==> src/rtl/midori_pkg.sv <==
// Shared constants and types for the Midori cell-serial datapath.
// MIDORI_SHUF_P is the forward ShuffleCell; MIDORI_SHUF_INV_P is its inverse.
package midori_pkg;

  localparam int unsigned MIDORI_NCELLS = 16;

  typedef logic [3:0] cell_idx_t;
  typedef cell_idx_t [MIDORI_NCELLS-1:0] cell_tbl_t;

  localparam cell_idx_t MIDORI_LAST_IDX = 4'(MIDORI_NCELLS - 1);

  // Entry 0 sits in the least significant nibble.
  localparam cell_tbl_t MIDORI_SHUF_P = {
    4'd8, 4'd2, 4'd13, 4'd7, 4'd6, 4'd12, 4'd3, 4'd9,
    4'd1, 4'd11, 4'd4, 4'd14, 4'd15, 4'd5, 4'd10, 4'd0
  };

  localparam cell_tbl_t MIDORI_SHUF_INV_P = {
    4'd3, 4'd4, 4'd13, 4'd10, 4'd6, 4'd1, 4'd8, 4'd15,
    4'd12, 4'd11, 4'd2, 4'd5, 4'd9, 4'd14, 4'd7, 4'd0
  };

endpackage

==> src/rtl/midori_cell_bank.sv <==
// One 16-cell state buffer: single write port, single combinational read port.
module midori_cell_bank
  import midori_pkg::*;
#(
  parameter int unsigned CELL_W = 8
) (
  input  logic              clk,
  input  logic              wr_en,
  input  cell_idx_t         wr_idx,
  input  logic [CELL_W-1:0] wr_data,
  input  cell_idx_t         rd_idx,
  output logic [CELL_W-1:0] rd_data
);

  // Contents are intentionally not reset; the full flag qualifies them.
  logic [CELL_W-1:0] mem [MIDORI_NCELLS];

  always_ff @(posedge clk) begin
    if (wr_en) begin
      mem[wr_idx] <= wr_data;
    end
  end

  assign rd_data = mem[rd_idx];

endmodule

==> src/rtl/midori_inv_shuffle_stream.sv <==
// Ping-pong buffered cell-serial inverse ShuffleCell stream.
// Define MIDORI_SHUFFLE_DIR_EN to add a per-block `dir` input selecting forward P.
module midori_inv_shuffle_stream
  import midori_pkg::*;
#(
  parameter int unsigned CELL_W = 8
) (
  input  logic              clk,
  input  logic              rst,
  input  logic              in_valid,
  output logic              in_ready,
  input  logic [CELL_W-1:0] in_data,
  output logic              out_valid,
  input  logic              out_ready,
  output logic [CELL_W-1:0] out_data,
`ifdef MIDORI_SHUFFLE_DIR_EN
  input  logic              dir,
`endif
  output logic              out_last
);

  logic [1:0]  full_q, full_d;
  logic        wr_bank_q, rd_bank_q;
  cell_idx_t   wr_idx_q, rd_idx_q;
  cell_idx_t   rd_perm;
  logic        wr_fire, rd_fire;
  logic [CELL_W-1:0] bank_rd_data [2];

  assign in_ready  = ~full_q[wr_bank_q];
  assign out_valid = full_q[rd_bank_q];
  assign out_last  = out_valid && (rd_idx_q == MIDORI_LAST_IDX);
  assign out_data  = bank_rd_data[rd_bank_q];
  assign wr_fire   = in_valid && in_ready;
  assign rd_fire   = out_valid && out_ready;

`ifdef MIDORI_SHUFFLE_DIR_EN
  logic [1:0] dir_q;
  assign rd_perm = dir_q[rd_bank_q] ? MIDORI_SHUF_P[rd_idx_q] : MIDORI_SHUF_INV_P[rd_idx_q];
`else
  assign rd_perm = MIDORI_SHUF_INV_P[rd_idx_q];
`endif

  for (genvar b = 0; b < 2; b++) begin : g_bank
    midori_cell_bank #(
      .CELL_W (CELL_W)
    ) u_bank (
      .clk     (clk),
      .wr_en   (wr_fire && (wr_bank_q == 1'(b))),
      .wr_idx  (wr_idx_q),
      .wr_data (in_data),
      .rd_idx  (rd_perm),
      .rd_data (bank_rd_data[b])
    );
  end

  // Write completion and read completion always target different banks.
  always_comb begin
    full_d = full_q;
    if (wr_fire && (wr_idx_q == MIDORI_LAST_IDX)) begin
      full_d[wr_bank_q] = 1'b1;
    end
    if (rd_fire && (rd_idx_q == MIDORI_LAST_IDX)) begin
      full_d[rd_bank_q] = 1'b0;
    end
  end

  always_ff @(posedge clk or posedge rst) begin
    if (rst) begin
      full_q    <= '0;
      wr_bank_q <= 1'b0;
      wr_idx_q  <= '0;
      rd_bank_q <= 1'b0;
      rd_idx_q  <= '0;
    end else begin
      full_q <= full_d;
      if (wr_fire) begin
        wr_idx_q <= wr_idx_q + 1'b1;
        if (wr_idx_q == MIDORI_LAST_IDX) begin
          wr_bank_q <= ~wr_bank_q;
        end
      end
      if (rd_fire) begin
        rd_idx_q <= rd_idx_q + 1'b1;
        if (rd_idx_q == MIDORI_LAST_IDX) begin
          rd_bank_q <= ~rd_bank_q;
        end
      end
    end
  end

`ifdef MIDORI_SHUFFLE_DIR_EN
  // Direction is captured with the first cell and follows its bank.
  always_ff @(posedge clk or posedge rst) begin
    if (rst) begin
      dir_q <= '0;
    end else if (wr_fire && (wr_idx_q == '0)) begin
      dir_q[wr_bank_q] <= dir;
    end
  end
`endif

endmodule

==> config.mk <==
export PLATFORM = sky130hd
export DESIGN_NAME = midori_inv_shuffle_stream
export DESIGN_NICKNAME = d
export VERILOG_FILES = /design/src/rtl/midori_pkg.sv /design/src/rtl/midori_cell_bank.sv /design/src/rtl/midori_inv_shuffle_stream.sv
export SDC_FILE = /design/constraint.sdc
export NUM_CORES = 1
export LEC_CHECK = 0
export ABC_CLOCK_PERIOD_IN_PS = 4650
export BUFFER_PORTS_ARGS = -buffer_cell sky130_fd_sc_hd__buf_2
export CORE_UTILIZATION = 60
export DETAILED_ROUTE_END_ITERATION = 8
export MAX_ROUTING_LAYER = met4
export PLACE_DENSITY = 0.81
export SYNTH_ARGS = -nofsm -noshare
export SYNTH_HDL_FRONTEND = slang
export SYNTH_SLANG_ARGS = --single-unit
==> constraint.sdc <==
create_clock -name clk -period 4.65 [get_ports clk]
set_clock_uncertainty 0.1 [all_clocks]
set_input_delay 0 -clock clk [delete_from_list [all_inputs] [get_ports clk]]
set_output_delay 0 -clock clk [all_outputs]
set_load 0.01 [all_outputs]
# After elaboration in Yosys (flattened, before gate mapping)
# Memories as Yosys holds them, arrays and structs flattened.
# Cells that the tools add are included.
# Widths: inputs -> output; s select.
# op_classes
n_addsub,2
n_lt_le_gt_ge,6
eq_ne,2
muxes,18
bitwise,7
reduce_logical,11
# op_table
operator,count
$mux 8,3
$mux 1,10
$logic_and 1x1->1,9
$add 4x1->4 const B,2
$eq 4x4->1 const B,2
$lt 4x5->1 const B,1
$lt 1x2->1 const B,2
$mux 2,2
$mux 4,1
$reduce_and 2->1,2
$not 1->1,3
$and 2x2->2,1
$demux 1 s1,2
$ge 1x1->1 const B,2
$ge 2x2->1 const B,1
$not 1->2,1
$not 2->2,1
$or 2x2->2,1
# totals
regBits,12
ramBits,256
romBits,64
output_inout_bits,11
wordCells,54
n_memories,3
# mem_list
name,words,width,rd,rd_clocked_by_memory_dff,wr,line,rtl
g_bank[0].u_bank.mem,16,8,1,0,1,midori_cell_bank.sv:16,logic [CELL_W-1:0] mem [MIDORI_NCELLS];
g_bank[1].u_bank.mem,16,8,1,0,1,midori_cell_bank.sv:16,
(no name shown),16,4,1,0,0,midori_inv_shuffle_stream.sv:40,assign rd_perm = MIDORI_SHUF_INV_P[rd_idx_q];

# Longest topological paths before layout
# logic_depth
word_depth,8
ltp_mapped,11
depth_no_buf,7

# Cells and area by module
# From an unflattened synthesis, not the netlist that was laid out.
# hier_totals
hier_cells,515
hier_area_um2,10760.3
# by_module_without_submodules
module,n_inst,cells_per_inst,area_per_inst_um2
midori_cell_bank,2,221,4987.3
midori_inv_shuffle_stream,1,73,785.8

# Worst setup path before layout
# OpenSTA, ideal clock, no wires.
# synth_path
path_kind,register to output
start,reg rd_idx_q[0]
end,out out_data[6]
arrival_time_ns,2.376
setup_slack_ns,2.174
path_stages_with_launch,10
path_buffers,3
path_cell_list,dfrtp_1 ha_1 buf_2 nor2b_1 buf_2 buf_6 o21ai_4 nor2_1 a221o_1 o41ai_1
# synth_between
elab_chain_len,6
elab_cells_between_ends,7
classes_between,4 x mux; 3 x memory
# synth_lines
item,line,rtl
start: declaration,midori_inv_shuffle_stream.sv:24,"cell_idx_t wr_idx_q, rd_idx_q;"
start signal: assignment,midori_inv_shuffle_stream.sv:83,rd_idx_q <= rd_idx_q + 1'b1;
$mem_v2 16x4 (*),n/a,
$mux 4 (implied by the code) (*),midori_inv_shuffle_stream.sv:40,
$mem_v2 16x8,n/a,
$mux 8 (implied by the code) (*) (3 in series),midori_inv_shuffle_stream.sv:32,assign out_data = bank_rd_data[rd_bank_q];
end: declaration,midori_inv_shuffle_stream.sv:15,"output logic [CELL_W-1:0] out_data,"
# Every way passes the cells marked *; elsewhere a longest branch is shown, timed or not. The select of a mux whose other input is x is not followed.

# Worst setup path after layout
# layout_path
start,reg rd_idx_q[3]
end,out out_data[1]
# Same word-level chain as after synthesis.

==> results.md <==
- The number of filler cells placed in the layout is 1434.
- The synthesized netlist net count is between 1000 and 1500.
- The residual DRC count is 0.
- Of the post-synthesis cell area, the dominant cell type holds 58.7%.
- The sequential cell area fraction in the yosys report is 61.0%.
- The mean post-synth cell area is about 13 sq um.
- In this run, synthesis produced a sequential element count of 268.
- The total overflow reported by the global router is 0.
- The setup path with the least slack is of type flip-flop to primary output.
- The async set-or-reset flop fraction in the synthesized netlist is approximately 4.5%.
- The number of antenna violations at the first check in global routing was 0.
- By area the synthesized netlist is led by sky130_fd_sc_hd__edfxtp_1 (59%), sky130_fd_sc_hd__a221oi_1 (5.6%), sky130_fd_sc_hd__mux4_2 (4.6%), sky130_fd_sc_hd__nand2_1 (2.5%), sky130_fd_sc_hd__dfrtp_1 (2.3%).
- The count of buffer and inverter cells on the critical path is 3.
- For this run, the leading register cell type out of synthesis is sky130_fd_sc_hd__edfxtp_1.
- During synthesis, Yosys emitted a total of 0 warnings.
- The final critical-path share of the clock period is a little over nine tenths.
- Prior to clock tree synthesis, the placed netlist has a worst setup slack of 1060 ps.
- The H-tree level count is 1.
- The placed standard-cell area is 0.0133 sq mm.
- The sort of element at the end of the critical path is a primary output.
- For this run, the top clock speed supported by timing is 0.226 GHz.
- The synthesis-to-finish area growth is 10.4%.
- The worst hold path begins at in_data[1].
- The number of instances in the placed design is between 1000 and 1500.
- The standard cell with the maximum stage delay on the critical path is sky130_fd_sc_hd__dfrtp_2.
- After detailed routing, the average wire length per cell comes to ~28 microns.
- The share of post-route cells with drive strength above 1 is 15.0%.
- The maximum buffer depth of the clock tree is 3.
- The global router's overall resource usage is approximately 35%.
- The maximum vdd drop is around 0.43 mV.
- Once layout is complete, the utilization of the core stands at 68.1%.
- Dividing total power by cell area gives a power density of a little over 800 mW/mm^2.
- The synthesized cell area is about 0.013 sq mm.
- The largest driver fanout on the critical path is 38.
- After clock tree synthesis, the clock-pin slew on the worst setup and hold paths is 70 ps.
- The area occupied by registers is ~0.008 sq mm.
- Setup violations remaining at the end of the flow were counted as 0.
- Walking the worst path, the cells encountered are buf_4 > nand2b_1 > mux2i_1 > buf_4 > nand2_1 > a31oi_1 > o311ai_0 > o41ai_1 > buf_2.
- The final number of hold-violating endpoints is 0.
- At the end of routability-driven placement, the weighted congestion stood at approximately 0.96.
- The via count of the first global-routing pass came to 9115.
- In the routed layout, each cell is associated on average with a via count of 7.39.
- The vertical die dimension is around 150 microns.
- The design draws 11.9 mW.
- The number of buffer cells added on primary ports is 22.
- At the worst endpoint, the arrival time is roughly 4300 ps.
- TritonCTS built the clock tree.
- Counting flops with a built-in enable in the synthesized netlist gives roughly 260.
- Detailed routing inserted a total of between 9000 and 10000 vias.
- The maximum number of pins on one net before global-route repair is 76.
- After layout, the minimum clock period comes to around 4400 ps.
- The most area-hungry cell type in the Yosys netlist is sky130_fd_sc_hd__edfxtp_1.
- The worst pin sits at a relative slew slack of between 10% and 20%.
- The later pin in the worst-skew pair is clocked with a latency of roughly 550 ps.
- Setup slack on the worst reg-to-reg path comes out at 2230 ps.
- The first detailed-routing pass ran for 6 iterations.
- The worst hold path terminates at g_bank[1].u_bank.mem[9][1]$_DFFE_PP_.
- The synthesized instance count is between 900 and 1000.
- The HPWL after detailed placement is between 20000 and 25000 microns.
- Counting instances, the worst hold path has a depth of 1.
- Setup repair after global routing left no endpoint under its margin.
- STA puts the critical path data required time at 4550 ps.
- The wire length of the first global-routing pass is about 55000 microns.
- The horizontal die dimension is ~150 microns.
- For this design, the sink count on the clock tree is 268.
- The DRC marker count from the first detailed-route iteration is about 1600.
- For this block, the routed nets add up to 36300 microns of wire.
- The post-route standard cell area excluding fillers is 0.0144 sq mm.
- The core region is ~0.021 sq mm.
- The cell family contributing the most delay on the critical path is compound AO/OA/AOI/OAI gates.
- The root buffer cell is sky130_fd_sc_hd__clkbuf_16.
- 23 I/O pins were placed.
- The number of max-slew violations in the final report was 0.
- The row count is 53.
- The repair_antennas step left the layout with diodes totalling 0.
- The number of standard cells in the final layout excluding fillers is approximately 1300.
- Yosys mapped the design onto 64 distinct sky130hd cell types.
- The worst register-to-register path begins at wr_idx_q[0]$_DFFE_PP0N_.
- The max-capacitance violation count is 0.
- The number of cell instances on the worst register-to-register path is 4.
- For the final routed database, the setup TNS stands at 0 ps.
- The endpoint of the most critical register-to-register path is g_bank[1].u_bank.mem[12][6]$_DFFE_PP_.
- The worst path meets setup with 224 ps of slack.
- The total area of multi-input combinational cells is 0.00463 sq mm.
- The net count of the finished layout is 1010.
- The hold slack is 25.1 ps.
- The run finished with clean final reports.
- For this configuration, the core starts out at a cell density of just over 60%.
- STA classifies the critical path startpoint as a flip-flop.
- The number of buffers created by CTS is 27.
- In this run the worst hold path is classified as input pin to flip-flop.
- The maximum single-stage delay on the critical path is approximately 880 ps.
- For this design the static power due to leakage is 4.78 nW.
- The most frequent cell on the critical path is sky130_fd_sc_hd__buf_4.
- The count of antenna-violating nets left after detailed routing is 0.
- The die covers between 0.02 and 0.025 sq mm.
- Post-CTS timing repair inserted 0 buffers for setup.
- For the pin with the worst max-slew slack, the measured transition is around 1200 ps.
-- cell type report --
type / count / area share, %
Multi-Input combinational cell: 628 / 32.0
Clock buffer: 27 / 4.68
Tap cell: 275 / 2.38
Timing Repair Buffer: 60 / 2.93
Inverter: 8 / 0.208
Sequential cell: 268 / 55.3
Clock inverter: 23 / 2.46
-- state kept, by name (all words and copies together) (netlist names) --
name	cells
full_q	2
g_bank.u_bank.mem	256
rd_bank_q	1
rd_idx_q	4
wr_bank_q	1
wr_idx_q	4
-- per-layer routing --
layer / vias up / track usage [%] / part of all wire (%)
li1: 3967 / - / -
met1: 4607 / 44.2 / 35
met2: 794 / 51.9 / 46
met3: 162 / 8.26 / 13
met4: 0 / 17.8 / 6.0
met5: - / - / 0
-- repair_timing --
item                                   4_1_cts  5_1_grt
setup endpoints to repair                    0        0
hold buffers                                11        0
resized for setup                            0        0
endpoints found under the hold margin      247        0
-- Yosys cell counts (4+ instances only) --
cell type	n
sky130_fd_sc_hd__a211oi_1	13
sky130_fd_sc_hd__a21o_1	5
sky130_fd_sc_hd__a21oi_1	42
sky130_fd_sc_hd__a221o_1	18
sky130_fd_sc_hd__a221oi_1	84
sky130_fd_sc_hd__a22o_1	9
sky130_fd_sc_hd__a22oi_1	33
sky130_fd_sc_hd__a311oi_1	4
sky130_fd_sc_hd__a31oi_1	10
sky130_fd_sc_hd__and2_1	18
sky130_fd_sc_hd__and3_1	8
sky130_fd_sc_hd__buf_1	9
sky130_fd_sc_hd__buf_2	35
sky130_fd_sc_hd__buf_4	7
sky130_fd_sc_hd__buf_6	12
sky130_fd_sc_hd__clkbuf_1	20
sky130_fd_sc_hd__dfrtp_1	12
sky130_fd_sc_hd__edfxtp_1	256
sky130_fd_sc_hd__ha_1	5
sky130_fd_sc_hd__inv_1	5
sky130_fd_sc_hd__mux2_2	8
sky130_fd_sc_hd__mux2i_1	30
sky130_fd_sc_hd__mux4_2	27
sky130_fd_sc_hd__nand2_1	88
sky130_fd_sc_hd__nand2b_1	30
sky130_fd_sc_hd__nor2_1	69
sky130_fd_sc_hd__nor2b_1	7
sky130_fd_sc_hd__nor3_1	12
sky130_fd_sc_hd__nor4_1	4
sky130_fd_sc_hd__o21ai_0	24
sky130_fd_sc_hd__o21ai_1	4
sky130_fd_sc_hd__o22a_1	4
sky130_fd_sc_hd__o22ai_1	11
sky130_fd_sc_hd__xnor2_1	11
-- power breakdown --
part           internal (mW)  switching [mW]
sequential              2.81           0.231
combinational           2.27            4.07
clock                   1.52           0.970
total                   6.60            5.27
-- placed cells by master, fill, tap and decap left out, types with 7 or more instances in the layout --
cell type                       count
sky130_fd_sc_hd__a22oi_1           33
sky130_fd_sc_hd__dfrtp_1            9
sky130_fd_sc_hd__nor2_1            69
sky130_fd_sc_hd__edfxtp_1         256
sky130_fd_sc_hd__nand2_1           88
sky130_fd_sc_hd__buf_2             22
sky130_fd_sc_hd__and2_1            17
sky130_fd_sc_hd__and3_1             8
sky130_fd_sc_hd__mux2_2             8
sky130_fd_sc_hd__nand2b_1          30
sky130_fd_sc_hd__bufinv_16          8
sky130_fd_sc_hd__a22o_1             9
sky130_fd_sc_hd__buf_4             27
sky130_fd_sc_hd__dlygate4sd3_1     11
sky130_fd_sc_hd__a31oi_1           10
sky130_fd_sc_hd__clkbuf_16         27
sky130_fd_sc_hd__mux4_2            27
sky130_fd_sc_hd__a221o_1           18
sky130_fd_sc_hd__a21oi_1           42
sky130_fd_sc_hd__clkinvlp_4         7
sky130_fd_sc_hd__o22ai_1           11
sky130_fd_sc_hd__o21ai_0           24
sky130_fd_sc_hd__xnor2_1           11
sky130_fd_sc_hd__nor3_1            12
sky130_fd_sc_hd__a211oi_1          13
sky130_fd_sc_hd__mux2i_1           30
sky130_fd_sc_hd__a221oi_1          84
-- worst max path at each step --
stage	slack, ps	endpoint	cells past startpoint	from
2_1_floorplan	2170	out_data[6]	9	rd_idx_q[0]$_DFFE_PP0P_
3_3_place_gp	1140	out_data[5]	9	rd_idx_q[0]$_DFFE_PP0P_
3_5_place_dp	1060	out_data[5]	9	rd_idx_q[0]$_DFFE_PP0P_
4_1_cts	440	out_data[5]	9	rd_idx_q[0]$_DFFE_PP0P_
5_1_grt	290	out_data[5]	9	rd_idx_q[0]$_DFFE_PP0P_
6_report	220	out_data[1]	9	rd_idx_q[3]$_DFFE_PP0P_
-- cell families (layout without fill, tap and decap cells) --
family	after synthesis	in the layout	share of synthesized area, %
mux	65	65	7.63
fa+ha+maj	5	5	0.478
xor+xnor	14	14	1.11
buf+inv	91	118	3.83
simple gates	252	252	9.04
flops	268	268	61.0
compound gates	292	292	16.9
(Power assumes the default switching activity.)
